### config.mk
export PLATFORM = sky130hd
export DESIGN_NAME = pipelined_adder_carry_flat
export DESIGN_NICKNAME = d
export VERILOG_FILES = /design/src/rtl/pipelined_adder_carry_if.sv /design/src/rtl/pipelined_adder_carry.sv /design/src/flat_wrapper.sv
export SDC_FILE = /design/constraint.sdc
export NUM_CORES = 1
export LEC_CHECK = 0
export BUFFER_PORTS_ARGS = -buffer_cell sky130_fd_sc_hd__buf_2
export CORE_MARGIN = 3
export CORE_UTILIZATION = 40
export CTS_CLUSTER_SIZE = 30
export DETAILED_ROUTE_END_ITERATION = 10
export GPL_TIMING_DRIVEN = 0
export SETUP_SLACK_MARGIN = 0.02
export SLEW_MARGIN = 20
export SYNTH_ARGS = -nofsm -noshare
export SYNTH_HDL_FRONTEND = slang
export SYNTH_SLANG_ARGS = --single-unit
### constraint.sdc
create_clock -name clk -period 2.3 [get_ports clk]
set_input_delay 0.23 -clock clk [delete_from_list [all_inputs] [get_ports clk]]
set_output_delay 0.23 -clock clk [all_outputs]
set_load 0.1 [all_outputs]
### src/rtl/pipelined_adder_carry_if.sv
// Handshake bundle for pipelined_adder_carry.
// Purpose: groups the operand-side valid/ready channel and the result-side
//   valid/ready channel of the pipelined add/subtract unit.
// Signals:
//   in_valid / in_ready  : operand handshake (a, b, cin, sub qualified by in_valid)
//   a, b                 : N-bit operands
//   cin                  : carry-in (add) / borrow-in (subtract)
//   sub                  : 0 = a+b+cin, 1 = a-b-cin
//   out_valid / out_ready: result handshake (sum, cout, ovf qualified by out_valid)
//   sum                  : N-bit result modulo 2^N
//   cout                 : carry out of the MSB (subtract: 1 = no borrow)
//   ovf                  : signed overflow
// Modports: master = producer/consumer around the unit, slave = the unit itself.
interface pipelined_adder_carry_if #(
  parameter int N = 8
);
  logic         in_valid;
  logic         in_ready;
  logic [N-1:0] a;
  logic [N-1:0] b;
  logic         cin;
  logic         sub;
  logic         out_valid;
  logic         out_ready;
  logic [N-1:0] sum;
  logic         cout;
  logic         ovf;

  modport master (
    output in_valid, a, b, cin, sub, out_ready,
    input  in_ready, out_valid, sum, cout, ovf
  );

  modport slave (
    input  in_valid, a, b, cin, sub, out_ready,
    output in_ready, out_valid, sum, cout, ovf
  );
endinterface

### src/rtl/pipelined_adder_carry.sv
// Pipelined N-bit add/subtract unit with carry-in, carry-out and signed
// overflow. The carry chain is cut into STAGES chunks of W = N/STAGES bits;
// each pipeline stage resolves one chunk. Operand bits not yet consumed ride
// forward in shrinking skew registers, finished sum bits accumulate in growing
// deskew registers, so the whole result leaves the last stage aligned.
// Ports:
//   clk   : clock, rising edge
//   rst_n : asynchronous active-low reset (clears all valid, data and carries)
//   bus   : pipelined_adder_carry_if.slave (operand and result handshakes)
// Parameters:
//   N      : operand/result width, N >= 1
//   STAGES : pipeline depth / number of carry chunks, 1 <= STAGES <= N,
//            N must be a multiple of STAGES
// Latency STAGES-1 cycles after the accept edge, throughput one op per cycle.
// The whole pipe advances together when the output slot is empty or drained.
module pipelined_adder_carry #(
  parameter int N      = 8,
  parameter int STAGES = 4
) (
  input logic                   clk,
  input logic                   rst_n,
  pipelined_adder_carry_if.slave bus
);

  localparam int W = N / STAGES;

  if ((N < 1) || (STAGES < 1) || (STAGES > N) || ((N % STAGES) != 0)) begin : g_param_check
    $error("pipelined_adder_carry: need N >= 1, 1 <= STAGES <= N and N %% STAGES == 0");
  end

  logic         w_adv;
  logic         w_c0;
  logic [N-1:0] w_b_eff;

  // Subtraction as a + ~b + ~cin: the inverted borrow-in becomes the carry-in.
  assign w_b_eff = bus.sub ? ~bus.b : bus.b;
  assign w_c0    = bus.sub ^ bus.cin;

  for (genvar k = 0; k < STAGES; k++) begin : g_stg
    // R = operand bits still unresolved when entering stage k (chunk k is the LSBs).
    localparam int R = N - k * W;

    logic [R-1:0]         w_a;
    logic [R-1:0]         w_b;
    logic                 w_ci;
    logic                 w_vi;
    logic [W-1:0]         w_chunk;
    logic                 w_co;
    logic [(k+1)*W-1:0]   w_s_next;
    logic [(k+1)*W-1:0]   r_s;
    logic                 r_c;
    logic                 r_v;

    if (k == 0) begin : g_head
      assign w_a      = bus.a;
      assign w_b      = w_b_eff;
      assign w_ci     = w_c0;
      assign w_vi     = bus.in_valid;
      assign w_s_next = w_chunk;
    end else begin : g_body
      assign w_a      = g_stg[k-1].g_fwd.r_a;
      assign w_b      = g_stg[k-1].g_fwd.r_b;
      assign w_ci     = g_stg[k-1].r_c;
      assign w_vi     = g_stg[k-1].r_v;
      assign w_s_next = {w_chunk, g_stg[k-1].r_s};
    end

    // One W-bit slice of the carry chain.
    assign {w_co, w_chunk} = {1'b0, w_a[W-1:0]} + {1'b0, w_b[W-1:0]} + {{W{1'b0}}, w_ci};

    // ---- stage k register boundary ----
    always_ff @(posedge clk or negedge rst_n) begin
      if (!rst_n) begin
        r_v <= 1'b0;
        r_c <= 1'b0;
        r_s <= '0;
      end else if (w_adv) begin
        r_v <= w_vi;
        r_c <= w_co;
        r_s <= w_s_next;
      end
    end

    if (k < STAGES - 1) begin : g_fwd
      // Skew registers: operand bits for the stages still to come.
      logic [R-W-1:0] r_a;
      logic [R-W-1:0] r_b;

      always_ff @(posedge clk or negedge rst_n) begin
        if (!rst_n) begin
          r_a <= '0;
          r_b <= '0;
        end else if (w_adv) begin
          r_a <= w_a[R-1:W];
          r_b <= w_b[R-1:W];
        end
      end
    end else begin : g_last
      // Carry into the MSB is recovered from the MSB sum bit: a ^ b ^ s.
      logic r_ovf;

      always_ff @(posedge clk or negedge rst_n) begin
        if (!rst_n) begin
          r_ovf <= 1'b0;
        end else if (w_adv) begin
          r_ovf <= w_co ^ w_a[W-1] ^ w_b[W-1] ^ w_chunk[W-1];
        end
      end
    end
  end

  // Global stall: the pipe moves only if the output slot is empty or being taken.
  assign w_adv         = !g_stg[STAGES-1].r_v | bus.out_ready;
  assign bus.in_ready  = w_adv;
  assign bus.out_valid = g_stg[STAGES-1].r_v;
  assign bus.sum       = g_stg[STAGES-1].r_s;
  assign bus.cout      = g_stg[STAGES-1].r_c;
  assign bus.ovf       = g_stg[STAGES-1].g_last.r_ovf;

endmodule

### src/flat_wrapper.sv
// flat-port wrapper written by rule: the top's interface ports become plain ports
module pipelined_adder_carry_flat 
#(
  parameter int N      = 8,
  parameter int STAGES = 4
)
  (clk, rst_n, bus_in_valid, bus_a, bus_b, bus_cin, bus_sub, bus_out_ready, bus_in_ready, bus_out_valid, bus_sum, bus_cout, bus_ovf);
  pipelined_adder_carry_if #(.N(N)) bus_i ();
  input logic clk;
  input logic rst_n;
  input wire logic [$bits(bus_i.in_valid)-1:0] bus_in_valid;
  input wire logic [$bits(bus_i.a)-1:0] bus_a;
  input wire logic [$bits(bus_i.b)-1:0] bus_b;
  input wire logic [$bits(bus_i.cin)-1:0] bus_cin;
  input wire logic [$bits(bus_i.sub)-1:0] bus_sub;
  input wire logic [$bits(bus_i.out_ready)-1:0] bus_out_ready;
  output wire logic [$bits(bus_i.in_ready)-1:0] bus_in_ready;
  output wire logic [$bits(bus_i.out_valid)-1:0] bus_out_valid;
  output wire logic [$bits(bus_i.sum)-1:0] bus_sum;
  output wire logic [$bits(bus_i.cout)-1:0] bus_cout;
  output wire logic [$bits(bus_i.ovf)-1:0] bus_ovf;
  assign bus_i.in_valid = bus_in_valid;
  assign bus_i.a = bus_a;
  assign bus_i.b = bus_b;
  assign bus_i.cin = bus_cin;
  assign bus_i.sub = bus_sub;
  assign bus_i.out_ready = bus_out_ready;
  assign bus_in_ready = bus_i.in_ready;
  assign bus_out_valid = bus_i.out_valid;
  assign bus_sum = bus_i.sum;
  assign bus_cout = bus_i.cout;
  assign bus_ovf = bus_i.ovf;
  pipelined_adder_carry #(.N(N), .STAGES(STAGES)) u_core (.clk(clk), .rst_n(rst_n), .bus(bus_i));
endmodule
; After elaboration in Yosys (flattened, before gate mapping)
; Index checks and enable logic that the tools add are counted.
[totals]
word_cells = 35
input_bits = 22
ff_bits = 53
out_inout_bits = 12
[classes]
n_reduce_logical = 1
n_mux = 1
addsub = 8
bitwise_logic = 6
[op_table]
columns = cell, count
row1 = adder 2 x 2 -> 3 bit, 4
row2 = adder 3 x 1 -> 3 bit, 4
row3 = 2-to-1 mux 8 bit, 1
row4 = NOT 8 bit, 1
row5 = bitwise XOR 1 bit, 4
row6 = logical NOT 1 bit, 1
row7 = bitwise OR 1 bit, 1

; Longest topological paths before layout
; Gate-level depths: netlist of run 1.
[logic_depth]
word_depth = 5
ltp_mapped = 6
ltp_nobuf = 6

; Worst setup path before layout of run 1
; Ideal clock, no wire load.
[synth_path]
kind = register to register
start = register u_core.g_stg[3].r_v, in the netlist u_core.bus.out_valid
end = register u_core.g_stg[0].g_fwd.r_b[1]
slack_ps = 309
required_ps = 2219
arrival_time_ps = 1909
period_less_slack_ps = 1991
path_buffers = 2
setup_time_ps = 81
stages_incl_launch_ff = 5
cell_sequence = dfrtp_1 nand2b_4 buf_6 buf_2 mux2i_1
[synth_via]
elab_chain_cells = 2
[synth_lines]
columns = item, line
row1 = from (decl), pipelined_adder_carry.sv:52  ; logic r_v;
row2 = from (signal assigned), pipelined_adder_carry.sv:78  ; r_v <= w_vi;
row3 = logical NOT 1 bit, pipelined_adder_carry.sv:113  ; assign w_adv = !g_stg[STAGES-1].r_v | bus.out_ready;
row4 = bitwise OR 1 bit, pipelined_adder_carry.sv:113
row5 = via bus_in_ready, flat_wrapper.sv:17  ; output wire logic [$bits(bus_i.in_ready)-1:0] bus_in_ready;
row6 = to (signal assigned), pipelined_adder_carry.sv:95  ; r_b <= w_b[R-1:W];
row7 = to (decl), pipelined_adder_carry.sv:87  ; logic [R-W-1:0] r_b;
; The timed path passes the listed nets, and every way through them passes these cells.
; A chain may end at the register's enable or synchronous reset.

; Worst setup path in the final report of run 1
[layout_path]
start = register u_core.g_stg[3].r_v, in the netlist u_core.bus.out_valid
end = output port bus_in_ready
[layout_via]
elab_chain_cells = 2
[layout_lines]
columns = item, line
row1 = logical NOT 1 bit, pipelined_adder_carry.sv:113
row2 = bitwise OR 1 bit, pipelined_adder_carry.sv:113
row3 = to (decl), flat_wrapper.sv:17
; No other way between the ends.

==> results of run 1 <==
-- layout by cell type (no fill, tap or decap), types with 2 or more instances in the layout --
cell type | netlist | final
a21oi_1 | 8 | 8
buf_6 | 2 | 2
xor2_1 | 6 | 6
nor3b_1 | 8 | 8
dfrtp_1 | 53 | 53
fa_1 | 9 | 9
mux2_4 | 36 | 36
buf_12 | 3 | 3
inv_1 | 18 | 18
mux2_2 | 4 | 4
mux2i_1 | 4 | 4
clkbuf_8 | 0 | 6
xnor2_1 | 4 | 4
buf_2 | 2 | 32
-- kinds of logic after synthesis --
group	after synthesis	share of synthesized area, %
adders and majority gates	9	7.16
buffers and inverters	26	6.96
DFF	53	52.7
and+or+nand+nor	10	3.18
AOI/OAI and AO/OA	8	1.59
muxes	44	24.9
xor gates and xnor gates	10	3.48
-- final cells by class --
cell class              instances  share of cell area (%)
plain buffers                   8                    3.75
multi-input cells              81                    35.3
clock buffers                   6                    2.87
well taps                      75                    3.27
inverters                      18                    2.35
repair buffers                 32                    5.84
clock inverters                 2                   0.479
flip-flops and latches         53                    46.2
-- timing repair --
action	4_1_cts	5_1_grt
endpoints found under the hold margin	53	0
hold buffers	1	0
setup buffers	0	0
-- cells in the mapped netlist, drive strengths merged --
cell type,instances,area share [%]
inv,18,2.7
buf,8,4.3
fa,9,7.2
mux2,40,23
xor2,6,2.1
xnor2,4,1.4
mux2i,4,1.6
nor3b,8,2.4
dfrtp,53,53
a21oi,8,1.6
nand2b,2,0.80
-- critical path: cells and delay by family, from the launching register on --
kind	cells	cell delay (ns)
simple gates	1	0.12
buf+inv	3	0.89
flops	1	0.51
-- stage by stage --
stage | cells | utilization (%)
6_report | 275 | 48.0
3_3_place_gp | 266 | 46.1
3_5_place_dp | 266 | 46.2
4_1_cts | 275 | 48.0
2_1_floorplan | 160 | -
5_1_grt | 275 | 48.0
-- where the power goes --
part	switching [mW]	leakage (nW)	internal, mW
clock network	0.312	0.0512	0.245
registers	0.251	0.610	1.35
logic	1.33	0.767	0.926
total	1.90	1.43	2.52
-- worst paths after layout --
path	start	end	slack, ns	depth (start not counted)
max in group asynchronous	rst_n	u_core.g_stg[0].g_fwd.r_a[1]$_DFFE_PN0P_	1.35	2
min	bus_a[6]	u_core.g_stg[0].g_fwd.r_a[4]$_DFFE_PN0P_	0.14	2
min reg2reg	u_core.g_stg[2].r_v$_DFFE_PN0P_	u_core.bus.out_valid$_DFFE_PN0P_	0.49	1
min in group asynchronous	rst_n	u_core.bus.sum[0]$_DFFE_PN0P_	0.48	2
max	u_core.bus.out_valid$_DFFE_PN0P_	bus_in_ready	0.23	4
max reg2reg	u_core.g_stg[2].g_fwd.r_b[0]$_DFFE_PN0P_	u_core.bus.ovf$_DFFE_PN0P_	0.39	5
-- sequential cells by signal (all words and copies together), names as in the netlist --
signal / count
u_core.g_stg.r_v: 3
u_core.g_stg.g_fwd.r_b: 12
u_core.g_stg.g_fwd.r_a: 12
u_core.bus.cout: 1
u_core.bus.sum: 8
u_core.bus.ovf: 1
u_core.bus.out_valid: 1
u_core.g_stg.r_s: 12
u_core.g_stg.r_c: 3
-- routing by layer --
layer / vias to the layer above / track usage, % / share of wire [%]
li1: 598 / - / -
met1: 660 / 17.8 / 46
met2: 22 / 20.6 / 48
met3: 6 / 3.59 / 4.4
met4: 0 / 5.18 / 1.7
met5: - / 0 / 0
==> reports/qor.csv, run 1 <==
stage;metric;value;unit
sta;fin crit share;90.0;%
sta;setup ws final;0.230;ns
detailed_routing;Vias per Instance;4.68;
layout;Finished Cell Area;2870;um2
floorplanning;Starting Density;42.0;%
global_route;initial antenna violation count;0;
sta;Clock Skew;0.0140;ns
global_route;Congestion Overflow GR;0;
sta;post-layout minimum cycle time;2.07;ns
synth;register area share after synthesis;52.7;%
clocking;clock insertion delay at the later pin of the skew report;0.31;ns
floorplanning;die footprint;7270;um2
hold_path;Hold WC Path Type;primary input to register;
pwr;Leak;1.43;nW
layout;Syn-to-layout area delta;14.2;%
detailed_routing;Via Count;1286;
sta;total negative slack;0;ns
setup_path;Max stage delay on crit path;0.51;ns
setup_path;CP arrival;1.84;ns
setup_path;Crit-path slowest cell;dfrtp_1;
global_route;first-pass GRT wire length;7450;um
sta;Worst-Margin Slew;0.673;ns
placement;DP Area;2770;um2
setup_path;Worst Setup Start Kind;register;
floorplanning;CORE AREA;5990;um2
sta;unrepaired setup endpoints after global routing;false;
synth;Syn Std Cell Area;2510;um2
layout;share of cells above drive strength 1;44.0;%
clocking;H-tree depth;2;
clocking;CTS tree;yes;
detailed_routing;# DRC;0;
setup_path;Crit Path Class;register to output pin;
clocking;CTS Buf Count;5;
sta;max-slew violation count;0;
layout;fill count;523;
layout;multi-input logic area;1010;um2
sta;Worst slew margin;55.1;%
sta;Hold Slack;0.141;ns
clocking;Root Driver;clkbuf_8;
pwr;total power;4.42;mW
pwr;VDD IR max;0.970;mV
setup_path;Max FO, Critical Path;10;
synth;Synth cell types;16;
layout;Final nets;230;
placement;Routability Congestion;0.718;
sta;final number of setup-violating endpoints;0;
synth;Syn. warnings;0;
setup_path;worst-path cell chain;nand2b_4, buf_6, buf_2, buf_2;
synth;Seq cells post-synth;53;
clocking;Worst-path clk slew;0.10;ns
setup_path;Worst Setup End Kind;output pin;
detailed_routing;Initial DRC Count;22;
synth;Avg Inst Size Synth;15.7;um2
sta;f_max;0.483;GHz
floorplanning;num rows;28;
status;status;finished, final reports clean;
detailed_routing;drt wl/cell;15.6;um
floorplanning;die height;85.3;um
clocking;CTS Sinks;53;
clocking;maximum clock path buffer count;2;
floorplanning;Top Ports;34;
global_route;largest net degree at the start of global routing;54;
clocking;post-cts resize count;0;
synth;syn_nets;191;
global_route;vias in the first global route;1465;
detailed_routing;Routed WL;4290;um
synth;Mapped Cells;160;
sta;Hold Vio Cnt, Final;0;
floorplanning;Chip Width;85.3;um
flow_run;max-cap violation count;0;
setup_path;most frequent CP cell;buf_2;
placement;PortBufs;31;
detailed_routing;drt first pass iters;4;
layout;register area;1330;um2
placement;DP Wirelength;3070;um
placement;Setup WS pre-CTS;0.280;ns
detailed_routing;final antenna-violating net count;0;
pwr;pwr dens;1540;nW/um2
setup_path;WP data required;2.07;ns
global_route;Total GRT Usage;13.3;%
layout;n_diodes;0;
Power figures use the tool's default switching activity.
==> inputs of run 2 (changes only) <==
--- a/config.mk
+++ b/config.mk
@@ -7,2 +7,3 @@
 export LEC_CHECK = 0
+export ABC_AREA = 1
 export BUFFER_PORTS_ARGS = -buffer_cell sky130_fd_sc_hd__buf_2
--- a/constraint.sdc
+++ b/constraint.sdc
@@ -3,2 +3,2 @@
 set_output_delay 0.23 -clock clk [all_outputs]
-set_load 0.1 [all_outputs]
+set_load 0.05 [all_outputs]
==> reports/qor.csv, run 2 <==
stage;metric;value;unit;change
clocking;maximum clock path buffer count;2;;unchanged
setup_path;worst-path cell chain;inv_1, fa_1, fa_1, nand2_1, nand3_1, nand2_1;;
placement;DP Area;2610;um2;-5.5%
detailed_routing;final antenna-violating net count;0;;unchanged
detailed_routing;Initial DRC Count;32;;+45%
setup_path;Max FO, Critical Path;3;;-7
clocking;CTS Sinks;53;;unchanged
detailed_routing;drt first pass iters;4;;unchanged
sta;post-layout minimum cycle time;1.69;ns;-0.379 ns
setup_path;Max stage delay on crit path;0.53;ns;+0.02 ns
setup_path;FF-to-FF path depth;6;;+1
layout;Finished Cell Area;2760;um2;-4.0%
sta;Hold Vio Cnt, Final;0;;unchanged
synth;Yosys top cell area share;56.2;%;+3.4 points
synth;count leader, synth;nand2_1;;
synth;predominant post-synthesis flop cell;dfrtp_1;;
clocking;clock insertion delay at the later pin of the skew report;0.31;ns;about the same
floorplanning;Top Ports;34;;unchanged
clocking;CTS Buf Count;5;;unchanged
synth;Avg Inst Size Synth;9.44;um2;-40%
global_route;Congestion Overflow GR;0;;unchanged
clocking;Worst-path clk slew;0.09;ns;about the same
setup_path;CP Depth;6;;+2
hold_path;WHS Path Cells;3;;+1
placement;DP Wirelength;3010;um;-1.8%
pwr;combinational power share;40.8;%;-10 points
flow_run;max-cap violation count;0;;unchanged
pwr;Leak;1.45;nW;+1.5%
detailed_routing;drt wl/cell;12.2;um;-22%
global_route;vias in the first global route;1658;;+13%
layout;final core occ;49.2;%;+1.2 points
global_route;Total GRT Usage;14.2;%;+0.90 points
floorplanning;num rows;27;;-3.6%
setup_path;WP data required;2.51;ns;+0.44 ns
synth;Mapped Cells;250;;+56%
setup_path;Crit Path Class;register to register;;
synth;Synth async-reset ratio;100;%;unchanged
pwr;switch share;40.0;%;-2.9 points
sta;Clock Skew;0.00554;ns;-0.00846 ns
placement;PortBufs;32;;+3.2%
floorplanning;die footprint;6860;um2;-5.7%
global_route;initial antenna violation count;0;;unchanged
floorplanning;die height;82.8;um;-2.9%
global_route;first-pass GRT wire length;7780;um;+4.3%
setup_path;Crit-path slowest cell;fa_1;;
synth;Syn. warnings;0;;unchanged
synth;Synth cell types;18;;+2
setup_path;delay-heaviest family, CP;adder cells;;
sta;Worst slew margin;55.6;%;+0.44 points
pwr;total power;3.79;mW;-14%
sta;max-slew violation count;0;;unchanged
placement;Setup WS pre-CTS;0.600;ns;+0.320 ns
setup_path;Worst Setup End Kind;register;;
sta;fin crit share;73.5;%;-16 points
synth;Yosys top cell by area;dfrtp_1;;
detailed_routing;Vias per Instance;4.50;;-3.9%
detailed_routing;Routed WL;4450;um;+3.6%
sta;Worst-Margin Slew;0.667;ns;-0.00662 ns
clocking;H-tree depth;2;;unchanged
layout;Final nets;321;;+40%
clocking;Root Driver;clkbuf_8;;
pwr;VDD IR max;0.514;mV;-47%
synth;synth cell count leaders;nand2_1, dfrtp_1, inv_1;;
pwr;clock power share;19.3;%;+6.7 points
synth;top post-synthesis cells by area;dfrtp_1, nand2_1, fa_1, o21ai_0, inv_1;;
clocking;postcts setup bufs;0;;unchanged
synth;Post-synth EDFFs;0;;unchanged
pwr;NetSw;1.52;mW;-20%
floorplanning;Chip Width;82.8;um;-2.9%
layout;most frequent cells in the layout;nand2_1, dfrtp_1, inv_1;;
global_route;largest net degree at the start of global routing;54;;unchanged
floorplanning;Starting Density;42.1;%;+0.12 points
placement;Routability Congestion;0.731;;+1.7%
sta;f_max;0.591;GHz;+22%
sta;final number of setup-violating endpoints;0;;unchanged
layout;share of cells above drive strength 1;18.6;%;-25 points
sta;setup ws final;0.609;ns;+0.379 ns
pwr;total internal power;2.27;mW;-10%
synth;Syn Std Cell Area;2360;um2;-6.1%
status;status;finished, final reports clean;;
layout;Syn-to-layout area delta;16.8;%;
pwr;sequential share of power;39.9;%;+3.6 points
setup_path;Worst Setup Start Kind;register;;
layout;n_diodes;0;;unchanged
layout;Top Registers;u_core.g_stg.g_fwd.r_a x12, u_core.g_stg.g_fwd.r_b x12, u_core.g_stg.r_s x12;;
setup_path;critical path buffer and inverter count;1;;-2
synth;Seq cells post-synth;53;;unchanged
synth;register area share after synthesis;56.2;%;+3.4 points
sta;unrepaired setup endpoints after global routing;false;;
detailed_routing;Via Count;1632;;+27%
layout;most common cell after layout, fill and taps aside;nand2_1;;
pwr;pwr dens;1370;nW/um2;-11%
detailed_routing;# DRC;0;;unchanged
synth;syn_nets;281;;+47%
clocking;CTS tree;yes;;
setup_path;CP arrival;1.90;ns;+0.06 ns
sta;total negative slack;0;ns;unchanged
hold_path;Hold WC Path Type;primary input to register;;
floorplanning;CORE AREA;5610;um2;-6.4%
-- run 2: cell type report --
class	instances	area, um2
plain buffers	12	108
clock inverters	3	65.1
multi-input cells	147	785
flip-flops and latches	53	1330
fillers	574	2850
repair buffers	33	173
inverters	38	143
clock buffers	5	68.8
well taps	72	90.1
-- run 2: metrics by stage --
stage	hold WS [ns]	std cells
after floorplan	-0.0656	250
after global placement	0.433	354
after detailed placement	0.312	354
after CTS	0.0994	363
after global routing	0.102	363
final	0.114	363
-- run 2: power groups by stage --
| stage | sequential, mW | clock (mW) | combinational (mW) |
|---|---|---|---|
| detailed placement | 1.53 | 0 | 1.56 |
| floorplan | 1.83 | 0 | 0.856 |
| global route | 1.56 | 0.791 | 1.75 |
| global placement | 1.52 | 0 | 1.53 |
| finish | 1.51 | 0.731 | 1.55 |
| CTS | 1.51 | 0.754 | 1.57 |
-- run 2: worst reg2reg max path: stages, from the launching register on --
cell and delay [ns]:
dfrtp_1 0.34, inv_1 0.06, fa_1 0.46, fa_1 0.53
nand2_1 0.06, nand3_1 0.08, nand2_1 0.05
-- run 2: layer usage --
metal | global-route usage [%] | vias to the layer above | wire, um
li1 | - | 837 | -
met1 | 18.3 | 753 | 2190
met5 | 0 | - | 0
met2 | 22.7 | 36 | 1960
met3 | 3.47 | 6 | 213
met4 | 5.94 | 0 | 84
-- run 2: worst paths after layout --
check                                                         start  slack, ns                                  endpoint
max                        u_core.g_stg[2].g_fwd.r_b[0]$_DFFE_PN0P_       0.61                u_core.bus.ovf$_DFFE_PN0P_
min                                                        bus_a[4]       0.11  u_core.g_stg[0].g_fwd.r_a[2]$_DFFE_PN0P_
min reg2reg                         u_core.g_stg[2].r_v$_DFFE_PN0P_       0.47          u_core.bus.out_valid$_DFFE_PN0P_
min in group asynchronous                                     rst_n       0.49        u_core.g_stg[2].r_s[2]$_DFFE_PN0P_
max in group asynchronous                                     rst_n       1.36           u_core.g_stg[2].r_v$_DFFE_PN0P_
max reg2reg                u_core.g_stg[2].g_fwd.r_b[0]$_DFFE_PN0P_       0.61                u_core.bus.ovf$_DFFE_PN0P_
-- run 2: what timing repair did --
item                                   in CTS  in global routing
hold buffers                                1                  0
gates resized for setup                     0                  0
endpoints found under the hold margin      53                  0
-- run 2: cells by family (layout without fill, tap and decap cells) --
kind of cell	count (synthesis)	in the layout	synth area share, %
AOI/OAI and AO/OA	38	38	8.06
xor gates and xnor gates	3	3	1.11
adders and majority gates	9	9	7.63
buffers and inverters	50	91	10.6
DFF	53	53	56.2
and+or+nand+nor	97	97	16.4
